`src/rtl/vector_loader.sv`:
```
// Packs a scalar word stream into WIDTH_VECTOR-lane vectors for the core's load port.
// Closed vectors queue in a small FIFO and drain one per cycle under m_ready.
module vector_loader #(
  parameter int WIDTH_VECTOR = 8,
  parameter int N            = 32,
  parameter int DEPTH        = 2
) (
  input  logic                           clk,
  input  logic                           rstn,
  input  logic                           s_valid,
  output logic                           s_ready,
  input  logic [N-1:0]                   s_data,
  input  logic                           s_last,
  input  logic                           m_ready,
  output logic                           we,
  output logic [WIDTH_VECTOR-1:0][N-1:0] wdata,
  output logic [WIDTH_VECTOR-1:0]        wmask,
  output logic [$clog2(DEPTH):0]         vec_count
);

  localparam int IW = (WIDTH_VECTOR > 1) ? $clog2(WIDTH_VECTOR) : 1;
  localparam int PW = $clog2(DEPTH);
  localparam int CW = PW + 1;

  typedef logic [WIDTH_VECTOR-1:0][N-1:0] vec_t;
  typedef logic [WIDTH_VECTOR-1:0]        msk_t;

  logic [IW-1:0] idx_q, idx_d;
  vec_t          asm_q, asm_d;
  msk_t          amsk_q, amsk_d;
  vec_t          dmem_q [DEPTH];
  vec_t          dmem_d [DEPTH];
  msk_t          mmem_q [DEPTH];
  msk_t          mmem_d [DEPTH];
  logic [PW-1:0] wptr_q, wptr_d;
  logic [PW-1:0] rptr_q, rptr_d;
  logic [CW-1:0] cnt_q, cnt_d;

  logic accept;
  logic close;
  logic pop;
  logic nempty;
  vec_t vec;
  msk_t msk;

  assign nempty    = (cnt_q != '0);
  assign s_ready   = (cnt_q < CW'(DEPTH));
  assign accept    = s_valid && s_ready;
  assign close     = accept &&
                     (s_last || (idx_q == IW'(WIDTH_VECTOR - 1)));
  assign we        = nempty && m_ready;
  assign pop       = we;
  assign wdata     = nempty ? dmem_q[rptr_q] : '0;
  assign wmask     = nempty ? mmem_q[rptr_q] : '0;
  assign vec_count = cnt_q;

  always_comb begin
    vec         = asm_q;
    msk         = amsk_q;
    vec[idx_q]  = s_data;
    msk[idx_q]  = 1'b1;
    idx_d       = idx_q;
    asm_d       = asm_q;
    amsk_d      = amsk_q;
    dmem_d      = dmem_q;
    mmem_d      = mmem_q;
    wptr_d      = wptr_q;
    rptr_d      = rptr_q;
    cnt_d       = cnt_q;
    if (close) begin
      // the closing beat goes straight into the FIFO
      dmem_d[wptr_q] = vec;
      mmem_d[wptr_q] = msk;
      wptr_d         = wptr_q + PW'(1);
      idx_d          = '0;
      asm_d          = '0;
      amsk_d         = '0;
    end else if (accept) begin
      idx_d  = idx_q + IW'(1);
      asm_d  = vec;
      amsk_d = msk;
    end
    if (pop) begin
      rptr_d = rptr_q + PW'(1);
    end
    unique case ({close, pop})
      2'b10:   cnt_d = cnt_q + CW'(1);
      2'b01:   cnt_d = cnt_q - CW'(1);
      default: cnt_d = cnt_q;
    endcase
  end

  always_ff @(posedge clk or negedge rstn) begin
    if (!rstn) begin
      idx_q  <= '0;
      asm_q  <= '0;
      amsk_q <= '0;
      wptr_q <= '0;
      rptr_q <= '0;
      cnt_q  <= '0;
      for (int i = 0; i < DEPTH; i++) begin
        dmem_q[i] <= '0;
        mmem_q[i] <= '0;
      end
    end else begin
      idx_q  <= idx_d;
      asm_q  <= asm_d;
      amsk_q <= amsk_d;
      wptr_q <= wptr_d;
      rptr_q <= rptr_d;
      cnt_q  <= cnt_d;
      for (int i = 0; i < DEPTH; i++) begin
        dmem_q[i] <= dmem_d[i];
        mmem_q[i] <= mmem_d[i];
      end
    end
  end

endmodule

```
`config.mk`:
```
export PLATFORM = sky130hd
export DESIGN_NAME = vector_loader
export DESIGN_NICKNAME = d
export VERILOG_FILES = /design/src/rtl/vector_loader.sv
export SDC_FILE = /design/constraint.sdc
export NUM_CORES = 1
export LEC_CHECK = 0
export CAP_MARGIN = 20
export CORE_AREA = 2 2 327 329
export CTS_BUF_LIST = sky130_fd_sc_hd__clkbuf_8
export CTS_CLUSTER_SIZE = 8
export DETAILED_ROUTE_END_ITERATION = 12
export DIE_AREA = 0 0 329 331
export GPL_TIMING_DRIVEN = 0
export HOLD_SLACK_MARGIN = 0.1
export MAX_ROUTING_LAYER = met4
export PLACE_DENSITY = 0.66
export REMOVE_ABC_BUFFERS = 1
export SKIP_CTS_REPAIR_TIMING = 1
export SYNTH_ARGS = -nofsm -noshare
export SYNTH_HDL_FRONTEND = slang
export SYNTH_SLANG_ARGS = --single-unit
export TNS_END_PERCENT = 1
```
`constraint.sdc`:
```
create_clock -name clk -period 2.2 [get_ports clk]
set_input_delay 0.66 -clock clk [delete_from_list [all_inputs] [get_ports clk]]
set_output_delay 0.66 -clock clk [all_outputs]
set_load 0.005 [all_outputs]
```
== Word level (Yosys, flattened, before mapping) ==
Index checks and enable logic that the tools add are counted.

* Order comparisons: 6
* Add/sub/neg operators: 5
* Muxes and demuxes: 26
* Multipliers: 0
* Reductions and logical operators: 9
* Equal/unequal tests: 3
* Shift-type cells: 0
* Divide/modulo/power cells: 0
* Bitwise logic cells: 3

{| class="wikitable"
|+ Operators by type and width
! kind !! count
|-
| $mux 256 || 7
|-
| $bwmux 512 || 1
|-
| $bwmux 256 || 1
|-
| $demux 256 s1 || 1
|-
| $demux 32 s3 || 1
|-
| $mux 8 || 7
|-
| $mux 32 || 1
|-
| $bwmux 16 || 1
|-
| $demux 8 s1 || 1
|-
| $or 8x8->8 || 1
|-
| $mux 3 || 2
|-
| $reduce_bool 2->1 || 3
|-
| $logic_and 1x1->1 || 5
|-
| $ge 2x2->1 const B || 2
|-
| $lt 3x4->1 const B || 1
|-
| $not 1->2 || 2
|-
| $pmux 2 s2 || 1
|-
| $add 3x1->3 const B || 1
|-
| $demux 1 s3 || 1
|-
| $eq 3x3->1 const B || 1
|-
| $ge 3x1->1 const B || 1
|-
| $add 1x1->1 const B || 2
|-
| $add 2x1->2 const B || 1
|-
| $eq 2x1->1 const B || 1
|-
| other kinds (6) || 6
|}

* Memories: 0
* Bits of input ports: 37
* Latch bits: 0
* Memory bits (writable): 0
* Register bits: 799
* Bits in read-only memories: 0

== Depth between registers and ports, before layout ==
Gate-level depths: netlist of the first run.

* Word-level depth: 7
* Gate-level depth with buffers: 8

== Worst setup path before layout of the first run ==
Ideal clock, no wire load.

* Path kind: register -> register
* Start point: register idx_q[0]
* End point: register asm_q[81] (netlist bit)
* Data required time: 2.134 ns
* Arrival time: 1.967 ns
* Path slack: 0.167 ns
* Setup time: 0.066 ns
* Stages on the path, launching flop included: 9
* Cell sequence: dfrtp_1 ha_1 ha_1 or4b_4 buf_6 nor2b_4 buf_4 buf_6 a22o_1

* Word-level cells in the longest chain between the ends: 7
* Elaborated cells between the ends (all ways): 12
* Classes of those cells: 2 x order compare; 1 x eq/ne; 5 x mux; 4 x reduce/logical

{| class="wikitable"
|+ Ends and longest elaborated chain
! item !! RTL line !! source
|-
| start, declared || 28 || <nowiki>logic [IW-1:0] idx_q, idx_d;</nowiki>
|-
| start signal, assigned || 106 || <nowiki>idx_q <= idx_d;</nowiki>
|-
| $lt 3x4->1 (implied by the code) / $ge 3x1->1 (equally long branches) || 60 || <nowiki>vec[idx_q] = s_data;</nowiki>
|-
| $logic_and 1x1->1 (implied by the code) || 60 ||
|-
| $mux 32 (implied by the code) || 60 ||
|-
| $demux 32 s3 || 60 ||
|-
| $bwmux 256 || 60 ||
|-
| $mux 256 || 78 || <nowiki>end else if (accept) begin</nowiki>
|-
| $mux 256 || 70 || <nowiki>if (close) begin</nowiki>
|-
| end signal, assigned || 107 || <nowiki>asm_q <= asm_d;</nowiki>
|-
| end, declared || 29 || <nowiki>vec_t asm_q, asm_d;</nowiki>
|}

Several ways; a longest one is shown, not always the timed one. The select of a mux whose other input is x is not followed.
A chain may end at the register's enable or synchronous reset.

==> impl_metrics.tcl, run 1 <==
set metrics [dict create \
    outcome "complete, but fails checks" \
    tritoncts "done" \
    die_y_um 331 \
    timing.rr.start "vec_count[1]" \
    rsz0062_at_grt "true" \
    ys_ff_latch 799 \
    synth.top_cell.area_share_pct 54.5 \
    slew_viol_final 0 \
    drt-total-wl_mm 110 \
    ys_types 36 \
    r2r_end "dmem_q[418]" \
    yosys-top-cells-area "dfrtp_1 (55%), mux2_2 (23%), mux2i_1 (7.2%)" \
    syn_inst 2661 \
    gp_congestion 0.691 \
    worst_slack_ns -1.10 \
    cts_sinks 799 \
    avgSynthCellArea_um2 13.8 \
    cts_buffer_depth 3 \
    power_density_nw_per_um2 1250 \
    synth-edff-count 0 \
    grt_antenna_before_repair 2 \
    clk_pin_slew_ns 0.06 \
    regArea_um2 20000 \
    dieArea_um2 109000 \
    yosys_warnings 0 \
    drc 0 \
    startpoint "rptr_q" \
    vias_per_cell 5.20 \
    p_leak_uw 0.0251 \
    worstSetupStartpointType "flip-flop" \
    drt-pass1-iter-count 5 \
    hold_viol 83 \
    h-tree-depth 4 \
    avgRoutedWirePerCell_um 23.7 \
    worstHoldPathType "input port to asynchronous set/reset pin" \
    root_buffer "clkbuf_8" \
    final_util_pct 45.1 \
    io_buffer_count 304 \
    final_antenna_net_count 0 \
    yosys.area.top_type "dfrtp_1" \
    path_max_fanout 8 \
    dpl_cell_area_um2 42100 \
    drt-initial-drc-count 1301 \
    async_reset_ff_share_pct 100 \
    start_util_pct 34.9 \
    coreArea_um2 105000 \
    reg2reg_depth 12 \
    fillers 9397 \
    max_clock_freq_mhz 303 \
    peakVddDrop_v 0.000686 \
    slew_headroom_pct 33.8 \
    cts_buffers 145 \
    fin_skew_ns 0.0388 \
    multi_input_area_um2 15700 \
    r2r_slack_ns -0.88 \
    fin_crit_ns 3.30 \
    path_class "flip-flop to output port" \
    final_net_count 3182 \
    num_rows 119 \
    drive_above_1_share_pct 45.1 \
    hpwl_mm 65.9 \
    via_count 24100 \
    setup-violations-final 1082 \
    fin_area_um2 47300 \
    ys.flop_type "dfrtp_1" \
    syn_to_final_growth_pct 29.1 \
    crit_end "wdata[224]" \
    synth_seq_area_share_pct 54.5 \
    netlist_area_um2 36700 \
    grt_max_degree 119 \
    die_w_um 329 \
    worstPathArrival_ns 2.64 \
    max_cap_violations 0 \
    tightest_slew_ns 0.993 \
    cp.required_ns 1.54 \
    clk_latency_ns 0.84 \
    gr-total-overflow 0 \
    holdWs_ns -0.179 \
    grt_use_total_pct 19.0 \
    ios 305 \
    finalCritPeriodShare_pct 150 \
    violations "negative hold slack, negative setup slack" \
    end_kind "output port" \
    grt_pass1_vias 24000 \
    grt_pass1_wl_mm 153 \
]
-- layer usage --
metal  vias up  share of wire (%)  GRT usage (%)  routed length (um)
met1     12700                 46           25.7               50300
met2       668                 47           29.3               52100
li1      10600                  -              -                   -
met3       187                4.5           3.09                4970
met4         0                2.4           5.88                2590
met5         -                  0              -                   0
-- synth_stat cells (all sizes together), types with 2 or more instances --
master,number
dfrtp,799
mux2,784
nor2,271
mux2i,264
a22o,258
buf,160
clkbuf,60
dlygate4sd1,10
o21a,8
o21ai,6
nand2b,5
a21o,4
nor2b,4
nor3b,4
or2,4
xnor2,4
ha,3
nand3b,3
nor3,3
and2b,2
-- critical path, stage by stage (launching register included) --
cell and delay, ns:
dfrtp_4 0.55, buf_12 0.17, buf_16 0.16, buf_12 0.16
buf_6 0.12, clkbuf_16 0.17, mux2i_1 0.12, nor2_1 0.18
buf_2 0.15
-- cell type report --
class / count / area share [%]
antenna: 3 / 0.0159
clock buffer: 177 / 5.15
clock inverter: 69 / 0.954
inverter: 1 / 0.00793
multi-input combinational: 1632 / 33.2
sequential: 799 / 42.3
tap: 1391 / 3.68
timing repair buffer: 563 / 14.7
-- flip-flops by register name, summed over array words and instances (netlist names) --
register / flops
mmem_q: 16
amsk_q: 8
asm_q: 256
rptr_q: 1
dmem_q: 512
idx_q: 3
vec_count: 2
wptr_q: 1
-- how the worst min path moves through the flow --
stage                     cells past startpoint    endpoint       from  slack (ns)
after floorplan                               0   amsk_q[0]       rstn        0.36
after global placement                        1   amsk_q[7]  amsk_q[7]        0.46
after detailed placement                      1   amsk_q[6]  amsk_q[6]        0.47
after CTS                                     1  dmem_q[43]       rstn       -0.24
after global routing                          1   asm_q[43]       rstn       -0.17
final                                         1   asm_q[43]       rstn       -0.18
-- per-stage QoR --
step           hold slack (ns)  instances  TNS (ns)  total power [uW]  worst slack (ns)
6_report                -0.179       4635   -586.85             59300             -1.10
5_1_grt                 -0.165       4634   -699.70             62100             -1.16
4_1_cts                 -0.242       4463  -1421.97             54900             -2.47
3_5_place_dp             0.471       4217  -1431.12             40500             -2.16
3_3_place_gp             0.464       4126         -             34500            -36.46
2_1_floorplan            0.364       2431  -7579.67             29800            -10.42
-- cell families after synthesis --
logic type / count (synthesis) / synth area share, %
DFF: 799 / 54.5
and+or+nand+nor: 299 / 3.67
muxes: 1048 / 31.3
buffers and inverters: 231 / 3.70
AOI/OAI and AO/OA: 276 / 6.61
adders and majority gates: 3 / 0.102
xor gates and xnor gates: 5 / 0.119
-- where the power goes --
part | total, uW | internal (uW) | switching (uW)
sequential | 20200 | 18300 | 1930
clock | 14100 | 7640 | 6510
combinational | 24900 | 13400 | 11500
total | 59300 | 39400 | 19900
-- placed cells by master, fill, tap and decap left out, types with 8 or more instances in the layout --
cell type,synthesis,final
dfrtp_1,799,793
mux2_2,749,738
a22o_1,258,258
mux2i_1,264,244
nor2_1,267,207
clkbuf_8,0,177
dlymetal6s2s_1,0,108
buf_4,44,84
buf_2,82,82
clkdlybuf4s50_1,0,65
nor2_2,0,55
buf_12,0,49
buf_16,0,48
clkbuf_2,0,47
inv_1,1,45
mux2_1,35,35
buf_8,0,29
clkbuf_16,0,26
buf_6,23,25
mux2i_2,0,16
mux2_4,0,11
nor2_4,4,10
clkinv_2,0,9
o21a_1,8,8
(Power assumes the default switching activity.)
==> run 2, diff against run 1 <==
--- a/config.mk
+++ b/config.mk
@@ -14,7 +14,7 @@
 export GPL_TIMING_DRIVEN = 0
 export HOLD_SLACK_MARGIN = 0.1
 export MAX_ROUTING_LAYER = met4
-export PLACE_DENSITY = 0.66
+export PLACE_DENSITY = 0.64
 export REMOVE_ABC_BUFFERS = 1
 export SKIP_CTS_REPAIR_TIMING = 1
 export SYNTH_ARGS = -nofsm -noshare
==> constraint.sdc (replaced) <==
create_clock -name clk -period 3.6 [get_ports clk]
set_input_delay 1.08 -clock clk [delete_from_list [all_inputs] [get_ports clk]]
set_output_delay 1.08 -clock clk [all_outputs]
set_load 0.005 [all_outputs]
==> run 2 against run 1 <==
Compared with the run above:
- the run ends with negative setup slack left
- setup slack improved by 0.81 ns
- cell count decreased by 2.5%
- sequential power decreased by 39%
- largest power group unchanged
==> impl_metrics.tcl, run 2 (synthesis results as in run 1) <==
set metrics [dict create \
    outcome "complete, but fails checks" \
    violations "negative setup slack" \
    place_ws_ns -0.693 \
    worst_slack_ns -0.287 \
    switching_share_pct 33.3 \
    gr-total-overflow 0 \
    gr-usage-met3_pct 3.08 \
    power_density_nw_per_um2 741 \
    num_rows 119 \
    via_count 23500 \
    p_leak_uw 0.0252 \
    drt-initial-drc-count 1402 \
    fin_skew_ns 0.0564 \
    die_w_um 329 \
    final_cell_mix "dfrtp_1 (794), mux2_2 (749), mux2i_1 (261), a22o_1 (258), nor2_1 (217)" \
    clk_pin_slew_ns 0.06 \
    tritoncts "done" \
    combinationalPowerShare_pct 38.8 \
    cts_buffers 144 \
    grt_antenna_before_repair 3 \
    p_int_uw 22900 \
    cts_buffer_depth 3 \
    final_antenna_net_count 0 \
    timing.rr.start "idx_q[2]" \
    largest_reg_flops 512 \
    start_util_pct 34.9 \
    cts_sinks 799 \
    max_cap_violations 0 \
    die_y_um 331 \
    reg2reg_depth 10 \
    final_net_count 3061 \
    slew_headroom_pct 33.8 \
    io_buffer_count 304 \
    regMostFlops "dmem_q" \
    fin_crit_ns 3.89 \
    grt_use_total_pct 19.0 \
    busiest_layer "met2" \
    gp_congestion 0.682 \
    tightest_slew_ns 0.993 \
    drive_above_1_share_pct 38.2 \
    end_kind "output port" \
    total_switching_power_uw 11400 \
    ios 305 \
    slew_viol_final 0 \
    grtUsageMet2_pct 29.6 \
    drc 0 \
    largestRegisters "dmem_q (512), asm_q (256), mmem_q (16)" \
    grt_max_degree 117 \
    cp.required_ns 2.52 \
    drt-total-wl_mm 105 \
    pwr-share-seq_pct 36.0 \
    grt_pass1_wl_mm 153 \
    h-tree-depth 4 \
    final_util_pct 44.2 \
    worstHoldPathType "input port to asynchronous set/reset pin" \
    finalCritPeriodShare_pct 108 \
    grt_pass1_vias 24000 \
    worstSetupStartpointType "flip-flop" \
    vias_per_cell 5.21 \
    dieArea_um2 109000 \
    r2r_end "dmem_q[98]" \
    final_common_cell "dfrtp_1" \
    hpwl_mm 66.0 \
    path_max_fanout 14 \
    path_class "flip-flop to output port" \
    drt-pass1-iter-count 5 \
    avgRoutedWirePerCell_um 23.2 \
    hold_viol 0 \
    grt_util_met1_pct 25.6 \
    r2r_slack_ns 0.30 \
    rsz0062_at_grt "true" \
    fillers 9533 \
    setup-violations-final 90 \
    syn_to_final_growth_pct 26.4 \
    peakVddDrop_v 0.000443 \
    clkPwrFrac_pct 25.2 \
    clk_latency_ns 0.84 \
    setup_tns_ns -10.35 \
    worstPathArrival_ns 2.81 \
    coreArea_um2 105000 \
    root_buffer "clkbuf_8" \
    max_clock_freq_mhz 257 \
]
## run 2: cell types whose count changed in the layout (fill, tap and decap cells not counted), moves of 11 or more
cell	previous run	this run
buf_2	82	7
buf_4	84	23
clkdlybuf4s50_1	65	125
dlymetal6s2s_1	108	161
clkbuf_2	47	10
buf_12	49	21
buf_6	25	1
mux2i_1	244	261
mux2i_2	16	3
mux2_2	738	749
mux2_4	11	0
## run 2: power groups by stage
stage               logic (uW)  registers, uW  clock network, uW
floorplan                 6340          12400                  0
global placement         10000          12800                  0
detailed placement       12300          12500                  0
CTS                      12400          12400               8910
global route             14200          12700               9320
finish                   13300          12400               8670
## run 2: critical path, cell delays in order (launching register included)
cell             delay, ns
dfrtp_4               0.53
buf_12                0.17
buf_16                0.17
clkbuf_16             0.21
mux2i_1               0.13
nor2_2                0.19
clkdlybuf4s50_1       0.55
## run 2: how the worst max path moves through the flow
stage	cells after the start	startpoint	slack, ns	end
detailed placement	10	s_valid	-0.69	dmem_q[98]
finish	6	rptr_q	-0.29	wdata[166]
floorplan	5	idx_q[0]	-9.02	dmem_q[0]
CTS	6	rptr_q	-1.12	wdata[255]
global route	6	rptr_q	-0.37	wdata[166]
global placement	1	rstn	-35.70	dmem_q[161]
## run 2: layout make-up
cell class / instances / area [um^2] / share of cell area, %
flip-flops and latches: 799 / 20000 / 43.1
multi-input cells: 1632 / 15500 / 33.5
repair buffers: 443 / 6190 / 13.4
clock buffers: 172 / 2370 / 5.11
well taps: 1391 / 1740 / 3.75
clock inverters: 76 / 527 / 1.14
diodes: 3 / 7.51 / 0.0162
inverters: 1 / 3.75 / 0.00810
## run 2: metrics by stage
step | power [uW] | cells | hold slack (ns) | area [um^2]
3_5_place_dp | 24900 | 4219 | 0.472 | 42200
2_1_floorplan | 18700 | 2431 | 0.456 | 35300
3_3_place_gp | 22800 | 4126 | 0.466 | 40100
4_1_cts | 33700 | 4467 | 0.252 | 45100
5_1_grt | 36200 | 4516 | 0.318 | 46400
6_report | 34400 | 4517 | 0.303 | 46400
## run 2: per-layer routing
metal / up-vias / routed length (um)
met1: 12400 / 48300
met4: 0 / 2210
met3: 172 / 4350
li1: 10400 / -
met2: 561 / 49900
met5: - / 0
